`src/rtl/immgen_pipe_if.sv`:
```
// immgen_pipe_if: instruction-in / immediate-out handshake bundle for immgen_pipe.
// Latency: none (wires only).
// Backpressure: carries instr_ready_o upstream and imm_ready_i downstream.
// Ports: instr_valid_i/instr_ready_o/instr_i  upstream instruction handshake
//        imm_valid_o/imm_ready_i/imm_o/imm_type_o  downstream immediate handshake
//        count_o  FIFO occupancy
// Modports: slave is the immgen_pipe side, master is the producer/consumer side.
interface immgen_pipe_if #(
    parameter int XLEN  = 32,
    parameter int DEPTH = 2
);
    logic                     instr_valid_i;
    logic                     instr_ready_o;
    logic [31:0]              instr_i;
    logic                     imm_valid_o;
    logic                     imm_ready_i;
    logic [XLEN-1:0]          imm_o;
    logic [2:0]               imm_type_o;
    logic [$clog2(DEPTH):0]   count_o;

    modport slave (
        input  instr_valid_i, instr_i, imm_ready_i,
        output instr_ready_o, imm_valid_o, imm_o, imm_type_o, count_o
    );

    modport master (
        output instr_valid_i, instr_i, imm_ready_i,
        input  instr_ready_o, imm_valid_o, imm_o, imm_type_o, count_o
    );
endinterface

```
`src/rtl/immgen_pipe.sv`:
```
// immgen_pipe: decodes the RV32/RV64 immediate + format of each accepted instruction into a DEPTH-entry FIFO.
// Latency: 1 cycle from acceptance to head of an empty FIFO; no combinational pass-through.
// Backpressure: instr_ready_o = (count < DEPTH) from registered state only; no pop-bypass when full.
// Ports: clk_i, rst_i (async active-high), flush_i (sync clear, beats push/pop),
//        bus (immgen_pipe_if.slave): instruction in, {imm, type} out, occupancy.
// Optional: define IMMGEN_ZICSR_EN to decode SYSTEM/Zicsr immediates (ZIMM and CSR address).
module immgen_pipe #(
    parameter int XLEN  = 32,
    parameter int DEPTH = 2
) (
    input  logic             clk_i,
    input  logic             rst_i,
    input  logic             flush_i,
    immgen_pipe_if.slave     bus
);
    localparam int AW = (DEPTH > 1) ? $clog2(DEPTH) : 1;
    localparam int CW = $clog2(DEPTH) + 1;

    localparam logic [2:0] IMM_NONE  = 3'd0;
    localparam logic [2:0] IMM_I     = 3'd1;
    localparam logic [2:0] IMM_S     = 3'd2;
    localparam logic [2:0] IMM_B     = 3'd3;
    localparam logic [2:0] IMM_U     = 3'd4;
    localparam logic [2:0] IMM_J     = 3'd5;
    localparam logic [2:0] IMM_SHAMT = 3'd6;
`ifdef IMMGEN_ZICSR_EN
    localparam logic [2:0] IMM_ZIMM  = 3'd7;
`endif

    localparam logic [4:0] OP_LOAD     = 5'b00000;
    localparam logic [4:0] OP_OP_IMM   = 5'b00100;
    localparam logic [4:0] OP_AUIPC    = 5'b00101;
    localparam logic [4:0] OP_OP_IMM32 = 5'b00110;
    localparam logic [4:0] OP_STORE    = 5'b01000;
    localparam logic [4:0] OP_LUI      = 5'b01101;
    localparam logic [4:0] OP_BRANCH   = 5'b11000;
    localparam logic [4:0] OP_JALR     = 5'b11001;
    localparam logic [4:0] OP_JAL      = 5'b11011;
`ifdef IMMGEN_ZICSR_EN
    localparam logic [4:0] OP_SYSTEM   = 5'b11100;
`endif

    typedef struct packed {
        logic [XLEN-1:0] imm;
        logic [2:0]      itype;
    } entry_t;

    logic [31:0]     instr;
    logic [4:0]      opcode;
    logic [2:0]      funct3;
    logic [XLEN-1:0] dec_imm;
    logic [2:0]      dec_type;

    assign instr  = bus.instr_i;
    assign opcode = instr[6:2];
    assign funct3 = instr[14:12];

    // ------------------------------------------------------------------
    // Immediate decode
    // ------------------------------------------------------------------
    always_comb begin
        dec_imm  = '0;
        dec_type = IMM_NONE;
        // Compressed encodings carry no immediate here
        if (instr[1:0] == 2'b11) begin
            case (opcode)
                OP_LUI, OP_AUIPC: begin
                    dec_imm  = XLEN'($signed({instr[31:12], 12'b0}));
                    dec_type = IMM_U;
                end
                OP_JAL: begin
                    dec_imm  = XLEN'($signed({instr[31], instr[19:12], instr[20],
                                              instr[30:21], 1'b0}));
                    dec_type = IMM_J;
                end
                OP_JALR, OP_LOAD: begin
                    dec_imm  = XLEN'($signed(instr[31:20]));
                    dec_type = IMM_I;
                end
                OP_OP_IMM: begin
                    // funct3 001/101 are the shift-immediate forms
                    if (funct3[1:0] == 2'b01) begin
                        if (XLEN == 64) dec_imm = XLEN'(instr[25:20]);
                        else            dec_imm = XLEN'(instr[24:20]);
                        dec_type = IMM_SHAMT;
                    end else begin
                        dec_imm  = XLEN'($signed(instr[31:20]));
                        dec_type = IMM_I;
                    end
                end
                OP_OP_IMM32: begin
                    // *W forms only exist on RV64; shifts there are always 5-bit
                    if (XLEN == 64) begin
                        if (funct3[1:0] == 2'b01) begin
                            dec_imm  = XLEN'(instr[24:20]);
                            dec_type = IMM_SHAMT;
                        end else begin
                            dec_imm  = XLEN'($signed(instr[31:20]));
                            dec_type = IMM_I;
                        end
                    end
                end
                OP_BRANCH: begin
                    dec_imm  = XLEN'($signed({instr[31], instr[7], instr[30:25],
                                              instr[11:8], 1'b0}));
                    dec_type = IMM_B;
                end
                OP_STORE: begin
                    dec_imm  = XLEN'($signed({instr[31:25], instr[11:7]}));
                    dec_type = IMM_S;
                end
`ifdef IMMGEN_ZICSR_EN
                OP_SYSTEM: begin
                    if (funct3[2] && (funct3[1:0] != 2'b00)) begin
                        dec_imm  = XLEN'(instr[19:15]);
                        dec_type = IMM_ZIMM;
                    end else if (!funct3[2] && (funct3[1:0] != 2'b00)) begin
                        // CSR address is an unsigned index, not a signed offset
                        dec_imm  = XLEN'(instr[31:20]);
                        dec_type = IMM_I;
                    end
                end
`endif
                default: ;
            endcase
        end
    end

    // ------------------------------------------------------------------
    // FIFO
    // ------------------------------------------------------------------
    entry_t          mem_q [DEPTH];
    logic [AW-1:0]   wr_ptr_q, wr_ptr_d;
    logic [AW-1:0]   rd_ptr_q, rd_ptr_d;
    logic [CW-1:0]   count_q, count_d;
    logic            push, pop;
    logic            not_empty;
    entry_t          wr_entry;
    entry_t          head;

    assign not_empty = (count_q != '0);
    assign push      = bus.instr_valid_i && bus.instr_ready_o && !flush_i;
    assign pop       = not_empty && bus.imm_ready_i && !flush_i;
    assign wr_entry  = '{imm: dec_imm, itype: dec_type};

    always_comb begin
        wr_ptr_d = wr_ptr_q;
        rd_ptr_d = rd_ptr_q;
        count_d  = count_q;
        if (flush_i) begin
            wr_ptr_d = '0;
            rd_ptr_d = '0;
            count_d  = '0;
        end else begin
            // DEPTH is a power of two, so natural pointer overflow is the wrap
            if (push) wr_ptr_d = wr_ptr_q + AW'(1);
            if (pop)  rd_ptr_d = rd_ptr_q + AW'(1);
            case ({push, pop})
                2'b10:   count_d = count_q + CW'(1);
                2'b01:   count_d = count_q - CW'(1);
                default: count_d = count_q;
            endcase
        end
    end

    always_ff @(posedge clk_i or posedge rst_i) begin
        if (rst_i) begin
            wr_ptr_q <= '0;
            rd_ptr_q <= '0;
            count_q  <= '0;
        end else begin
            wr_ptr_q <= wr_ptr_d;
            rd_ptr_q <= rd_ptr_d;
            count_q  <= count_d;
        end
    end

    // Payload storage needs no reset: outputs are gated by occupancy
    always_ff @(posedge clk_i) begin
        if (push) mem_q[wr_ptr_q] <= wr_entry;
    end

    assign head = mem_q[rd_ptr_q];

    assign bus.instr_ready_o = (count_q < CW'(DEPTH));
    assign bus.imm_valid_o   = not_empty;
    assign bus.imm_o         = not_empty ? head.imm   : '0;
    assign bus.imm_type_o    = not_empty ? head.itype : IMM_NONE;
    assign bus.count_o       = count_q;
endmodule

```
`src/flat_wrapper.sv`:
```
// flat-port wrapper written by rule: the top's interface ports become plain ports
module immgen_pipe_flat 
#(
    parameter int XLEN  = 32,
    parameter int DEPTH = 2
)
  (clk_i, rst_i, flush_i, bus_instr_valid_i, bus_instr_i, bus_imm_ready_i, bus_instr_ready_o, bus_imm_valid_o, bus_imm_o, bus_imm_type_o, bus_count_o);
  immgen_pipe_if #(.XLEN(XLEN), .DEPTH(DEPTH)) bus_i ();
  input  logic clk_i;
  input  logic rst_i;
  input  logic flush_i;
  input wire logic [$bits(bus_i.instr_valid_i)-1:0] bus_instr_valid_i;
  input wire logic [$bits(bus_i.instr_i)-1:0] bus_instr_i;
  input wire logic [$bits(bus_i.imm_ready_i)-1:0] bus_imm_ready_i;
  output wire logic [$bits(bus_i.instr_ready_o)-1:0] bus_instr_ready_o;
  output wire logic [$bits(bus_i.imm_valid_o)-1:0] bus_imm_valid_o;
  output wire logic [$bits(bus_i.imm_o)-1:0] bus_imm_o;
  output wire logic [$bits(bus_i.imm_type_o)-1:0] bus_imm_type_o;
  output wire logic [$bits(bus_i.count_o)-1:0] bus_count_o;
  assign bus_i.instr_valid_i = bus_instr_valid_i;
  assign bus_i.instr_i = bus_instr_i;
  assign bus_i.imm_ready_i = bus_imm_ready_i;
  assign bus_instr_ready_o = bus_i.instr_ready_o;
  assign bus_imm_valid_o = bus_i.imm_valid_o;
  assign bus_imm_o = bus_i.imm_o;
  assign bus_imm_type_o = bus_i.imm_type_o;
  assign bus_count_o = bus_i.count_o;
  immgen_pipe #(.XLEN(XLEN), .DEPTH(DEPTH)) u_core (.clk_i(clk_i), .rst_i(rst_i), .flush_i(flush_i), .bus(bus_i));
endmodule
```
`config.mk`:
```
export PLATFORM = sky130hd
export DESIGN_NAME = immgen_pipe_flat
export DESIGN_NICKNAME = d
export VERILOG_FILES = /design/src/rtl/immgen_pipe_if.sv /design/src/rtl/immgen_pipe.sv /design/src/flat_wrapper.sv
export SDC_FILE = /design/constraint.sdc
export NUM_CORES = 1
export LEC_CHECK = 0
export CAP_MARGIN = 20
export CORE_MARGIN = 5
export CORE_UTILIZATION = 49
export CTS_BUF_LIST = sky130_fd_sc_hd__clkbuf_8 sky130_fd_sc_hd__clkbuf_16
export DETAILED_ROUTE_END_ITERATION = 8
export GPL_ROUTABILITY_DRIVEN = 0
export GPL_TIMING_DRIVEN = 1
export PLACE_DENSITY = 0.77
export SETUP_SLACK_MARGIN = 0.5
export SKIP_LAST_GASP = 1
export SYNTH_ARGS = -nofsm -noshare
export SYNTH_HDL_FRONTEND = slang
export SYNTH_SLANG_ARGS = --single-unit
```
`constraint.sdc`:
```
create_clock -name clk_i -period 4.4 [get_ports clk_i]
set_clock_uncertainty 0.1 [all_clocks]
set_input_delay 0.88 -clock clk_i [delete_from_list [all_inputs] [get_ports clk_i]]
set_output_delay 0.88 -clock clk_i [all_outputs]
set_load 0.02 [all_outputs]
```
; ---- Word level (Yosys, flattened, before mapping)
; Memory sizes are Yosys's and may differ from the RTL's.
; Index checks and enable logic that the tools add are counted.
[classes]
n_lt_le_gt_ge = 1
add_sub_neg = 4
reduce_logical = 12
mux = 16
eq_ne = 11
[ops]
columns = op, n
row1 = $pmux W32 S6, 1
row2 = $mux W32, 3
row3 = $pmux W3 S6, 1
row4 = $eq A5 B5 Y1 const B, 3
row5 = $eq A5 B3 Y1 const B, 2
row6 = $eq A5 B4 Y1 const B, 2
row7 = $mux W3, 3
row8 = $mux W1, 6
row9 = $reduce_bool A2 Y1, 3
row10 = $logic_not A5 Y1, 1
row11 = $eq A2 B1 Y1 const B, 2
row12 = $eq A2 B2 Y1 const B, 2
row13 = $logic_and A1 B1 Y1, 4
row14 = $pmux W2 S2, 1
row15 = $reduce_or A2 Y1, 2
row16 = $reduce_bool A3 Y1, 1
row17 = $add A1 B1 Y1 const B, 2
row18 = $add A2 B1 Y2 const B, 1
row19 = $lt A2 B2 Y1 const B, 1
row20 = $mux W2, 1
row21 = $sub A2 B1 Y2 const B, 1
row22 = $logic_not A1 Y1, 1
[word_totals]
mem_count = 1
word_cells = 48
input_bits = 37
ff_bits = 4
mem_bits_rw = 70
output_inout_bits = 39
[memory_table]
columns = memory, words, width, rd, rd_ports_with_merged_regs, wr, line_no
row1 = u_core.mem_q, 2, 35, 1, 0, 1, immgen_pipe.sv:132  ; entry_t mem_q [DEPTH];

; ---- Logic depth before layout (Yosys ltp)
[depth]
depth_word = 6
mapped_depth = 6

; ---- Worst setup path after synthesis
; Ideal clock, no wire load.
[synth_path]
path_type = input -> register
start = input port bus_instr_valid_i
end = memory u_core.mem_q[1][0] (netlist bit) (enable)
cell_stages = 2
setup_slack_ps = 203
t_arrival_ps = 3619
required_time_ps = 3822
setup_ps = 478
path_buffers = 0
cell_sequence = nand2b_1 -> nor3b_1
[synth_via]
elab_chain_cells = 4
[synth_lines]
columns = element, line_no
row1 = start: declaration, flat_wrapper.sv:12  ; input wire logic [$bits(bus_i.instr_valid_i)-1:0] bus_instr_valid_i;
row2 = $logic_and A1 B1 Y1 (2 in series), immgen_pipe.sv:142  ; assign push = bus.instr_valid_i && bus.instr_ready_o && !flush_i;
row3 = $mux W1, immgen_pipe.sv:180  ; if (push) mem_q[wr_ptr_q] <= wr_entry;
row4 = $mux W1 (not written as such), immgen_pipe.sv:180
row5 = end: declaration, immgen_pipe.sv:132
; No other way between the ends.

; ---- Final worst setup path
[layout_path]
start = register u_core.rd_ptr_q
end = output port bus_imm_o[10]
[layout_via]
elab_chain_cells = 2
[layout_lines]
columns = element, line_no
row1 = start: declaration, immgen_pipe.sv:134  ; logic [AW-1:0] rd_ptr_q, rd_ptr_d;
row2 = start signal: assignment, immgen_pipe.sv:173  ; rd_ptr_q <= rd_ptr_d;
row3 = $mem_v2 Z2 W35, --
row4 = $mux W32, immgen_pipe.sv:187  ; assign bus.imm_o = not_empty ? head.imm : '0;
row5 = end: declaration, flat_wrapper.sv:17  ; output wire logic [$bits(bus_i.imm_o)-1:0] bus_imm_o;
; No other way between the ends.

==> impl_metrics.toml <==
[synthesis]
yosysTopAreaCell = "edfxtp_1"
synth.distinct_cells = 42
async_flop_share_pct = 5.405
synth-simple-area-share_pct = 14.26
netlist_instances = 279
synth_most_common_cell = "edfxtp_1"
synth_commonest_cells = "edfxtp_1 (70), nor2_1 (48), mux2i_1 (35)"
synth_top_area_share_pct = 60.04
syn_area_per_cell_sq_um = 12.55
synth_flop_cell = "edfxtp_1"
synth_top_family_by_area = "simple AND/OR/NAND/NOR gates"
synth_warnings = 0
synth-xor-area-share_pct = 0.7505
ys_ff_latch = 74
syn_area_sq_um = 3501
synth-edff-count = 70
seq_area_frac_synth_pct = 62.90
synth_compound_area_share_pct = 8.292
synth_nets = 316
synth_fa_ha_area_share_pct = 0
synth_area_leaders = "edfxtp_1 (60%), mux2i_1 (10%), nor2_1 (5.1%)"
synth_mux_area_share_pct = 10.01

[sta]
finalWorstSetupSlack_ns = 0.9949
fmax_mhz = 293.7
fin_crit_sh_pct = 77.39
rsz0062_at_grt = "no"
slew_headroom_pct = 35.38
setup_violations = 0
hold_viol = 0
tightest_slew_ns = 0.9668
drv_slew = 0
finalSetupTns_ns = 0
final.min_clock_period_ns = 3.405

[drt]
wl_mm = 7.582
drtAntennaViolNets = 0
drtIter0Drc = 186
routedWlPerCell_um = 16.77
vias_per_cell = 5.265
dr_total_vias = 2380
drc = 0
firstDrtPassIters = 4

[critical_path]
end_kind = "output port"
r2r_slack_ns = 2.49
path_buf_inv = 2
slowest_delay_ns = 0.94
critical_path_class = "reg2out"
crit_chain = "buf_4 -> mux2i_1 -> nor2_1 -> clkdlybuf4s50_1"
startpoint_type = "flop"
startpoint = "u_core.rd_ptr_q"
crit_slowest_cell = "dfrtp_2"
required_ns = 3.42
worstPathMaxFanout = 30
timing.rr.start = "u_core.bus.count_o[1]"
cpLargestDelayFamily = "flip-flops"
cp.arrival_ns = 2.43

[min_path]
min-delay-start = "u_core.bus.count_o[1]"
hold_class = "reg2reg"

[outcome]
outcome = "complete, no violations"

[clock_tree]
cts_made_buffers = 9
cts_tree = "built"
cts_setup_buffers = 0
cts_sinks = 74
clkTransAtPathRegs_ns = 0.07
clock_latency_ns = 0.35
ctsResizeCount = 0
cts_root_buffer = "clkbuf_8"
hold_buffers = 0
htreeDepth = 3
clock_path_buffers = 2

[global_routing]
grt_pass1_vias = 2375
grt_pass1_wl_mm = 12.08
grt_max_degree = 37
grt_use_total_pct = 17.88
antenna_found_initial = 0
grt-ovfl-total = 0

[placement]
dp_cells = 436
dp_hpwl_mm = 5.087
post-place-ws_ns = 1.101
portBuffers = 75
postPlaceCellArea_sq_um = 4318

[cells_and_area]
register_area_sq_um = 2203
instances_no_fill = 452
multi_input_area_sq_um = 1191
num-nets-final = 388
fillers = 534
syn_to_final_growth_pct = 29.34
diodes = 0
drive_gt1_share_pct = 10.11
design_area_sq_um = 4528

[floorplan]
ioPinCount = 76
core-area_sq_um = 6869
fp.dieW_um = 94.53
die_y_um = 94.53
std_cell_rows = 30
die_area_sq_um = 8935
initial_utilization_pct = 50.97

[power]
leakagePower_nw = 1.404
pwr_density_cell_nw_per_um2 = 356.7
ir_drop_uv = 185.7

[flow_run]
maxCapViolations = 0
==> cells by family after synthesis <==
| group | count (synthesis) |
|---|---|
| compound gates | 45 |
| xor+xnor | 3 |
| buf+inv | 24 |
| flops | 74 |
| mux | 35 |
| simple gates | 98 |
==> final cells by class <==
| type | instances | area share, % |
|---|---|---|
| Sequential cell | 74 | 48.66 |
| Multi-Input combinational cell | 181 | 26.31 |
| Timing Repair Buffer | 79 | 17.24 |
| Clock buffer | 9 | 2.736 |
| Tap cell | 96 | 2.653 |
| Clock inverter | 7 | 1.907 |
| Inverter | 6 | 0.4974 |
==> state kept, by name, indices dropped and copies added, names as in the netlist <==
register	flops
u_core.mem_q	70
u_core.bus.count_o	2
u_core.rd_ptr_q	1
u_core.wr_ptr_q	1
==> per-layer routing <==
layer,track usage (%),vias up,wire (um)
li1,-,1158,-
met1,23.61,1137,3283
met2,28.90,76,3795
met3,3.745,9,402
met4,7.212,0,100
met5,0,-,0
==> worst min-delay path: stages, from the launching register on <==
cell and delay, ns:
dfrtp_1 0.44, o21ai_0 0.10, a21oi_1 0.06
==> where the power goes <==
part / switching (mW) / total [mW] / internal (mW)
registers: 0.0215 / 0.820 / 0.798
logic: 0.126 / 0.242 / 0.115
clock network: 0.240 / 0.554 / 0.314
total: 0.387 / 1.61 / 1.23
==> worst paths after layout <==
path,endpoint,depth (start not counted)
worst max register to register,u_core.mem_q[1][14],3
max in group asynchronous,u_core.rd_ptr_q,2
min in group asynchronous,u_core.bus.count_o[1],2
worst min-delay path,u_core.bus.count_o[1],2
worst max-delay path,bus_imm_o[10],4
worst min register to register,u_core.bus.count_o[1],2
==> through the flow <==
| stage | hold slack, ns | utilization, % | total power, mW |
|---|---|---|---|
| 6_report | 0.5403 | 65.92 | 1.615 |
| 5_1_grt | 0.5800 | 65.92 | 1.676 |
| 4_1_cts | 0.5485 | 65.92 | 1.628 |
| 3_3_place_gp | 0.5059 | 62.86 | 1.074 |
| 2_1_floorplan | 0.4359 | - | 0.9628 |
| 3_5_place_dp | 0.5280 | 62.86 | 1.078 |
==> placed cells by master, fill, tap and decap left out, types with 2 or more instances in the layout <==
cell	synthesis	routed
a211oi_2	2	2
clkinv_2	0	2
bufinv_16	0	2
edfxtp_1	70	70
nand2_1	21	21
a31oi_1	2	2
o31ai_1	2	2
buf_4	1	4
nor2_1	48	47
dfrtp_1	4	3
a21oi_1	25	25
o21ai_0	4	4
clkdlybuf4s50_1	0	75
a22oi_1	4	4
xor2_1	3	3
nor3b_2	2	2
clkbuf_8	0	9
nand3_1	4	4
inv_1	6	8
nor3b_1	7	6
mux2i_1	35	35
Note: power is estimated with default switching activity, not from simulation.
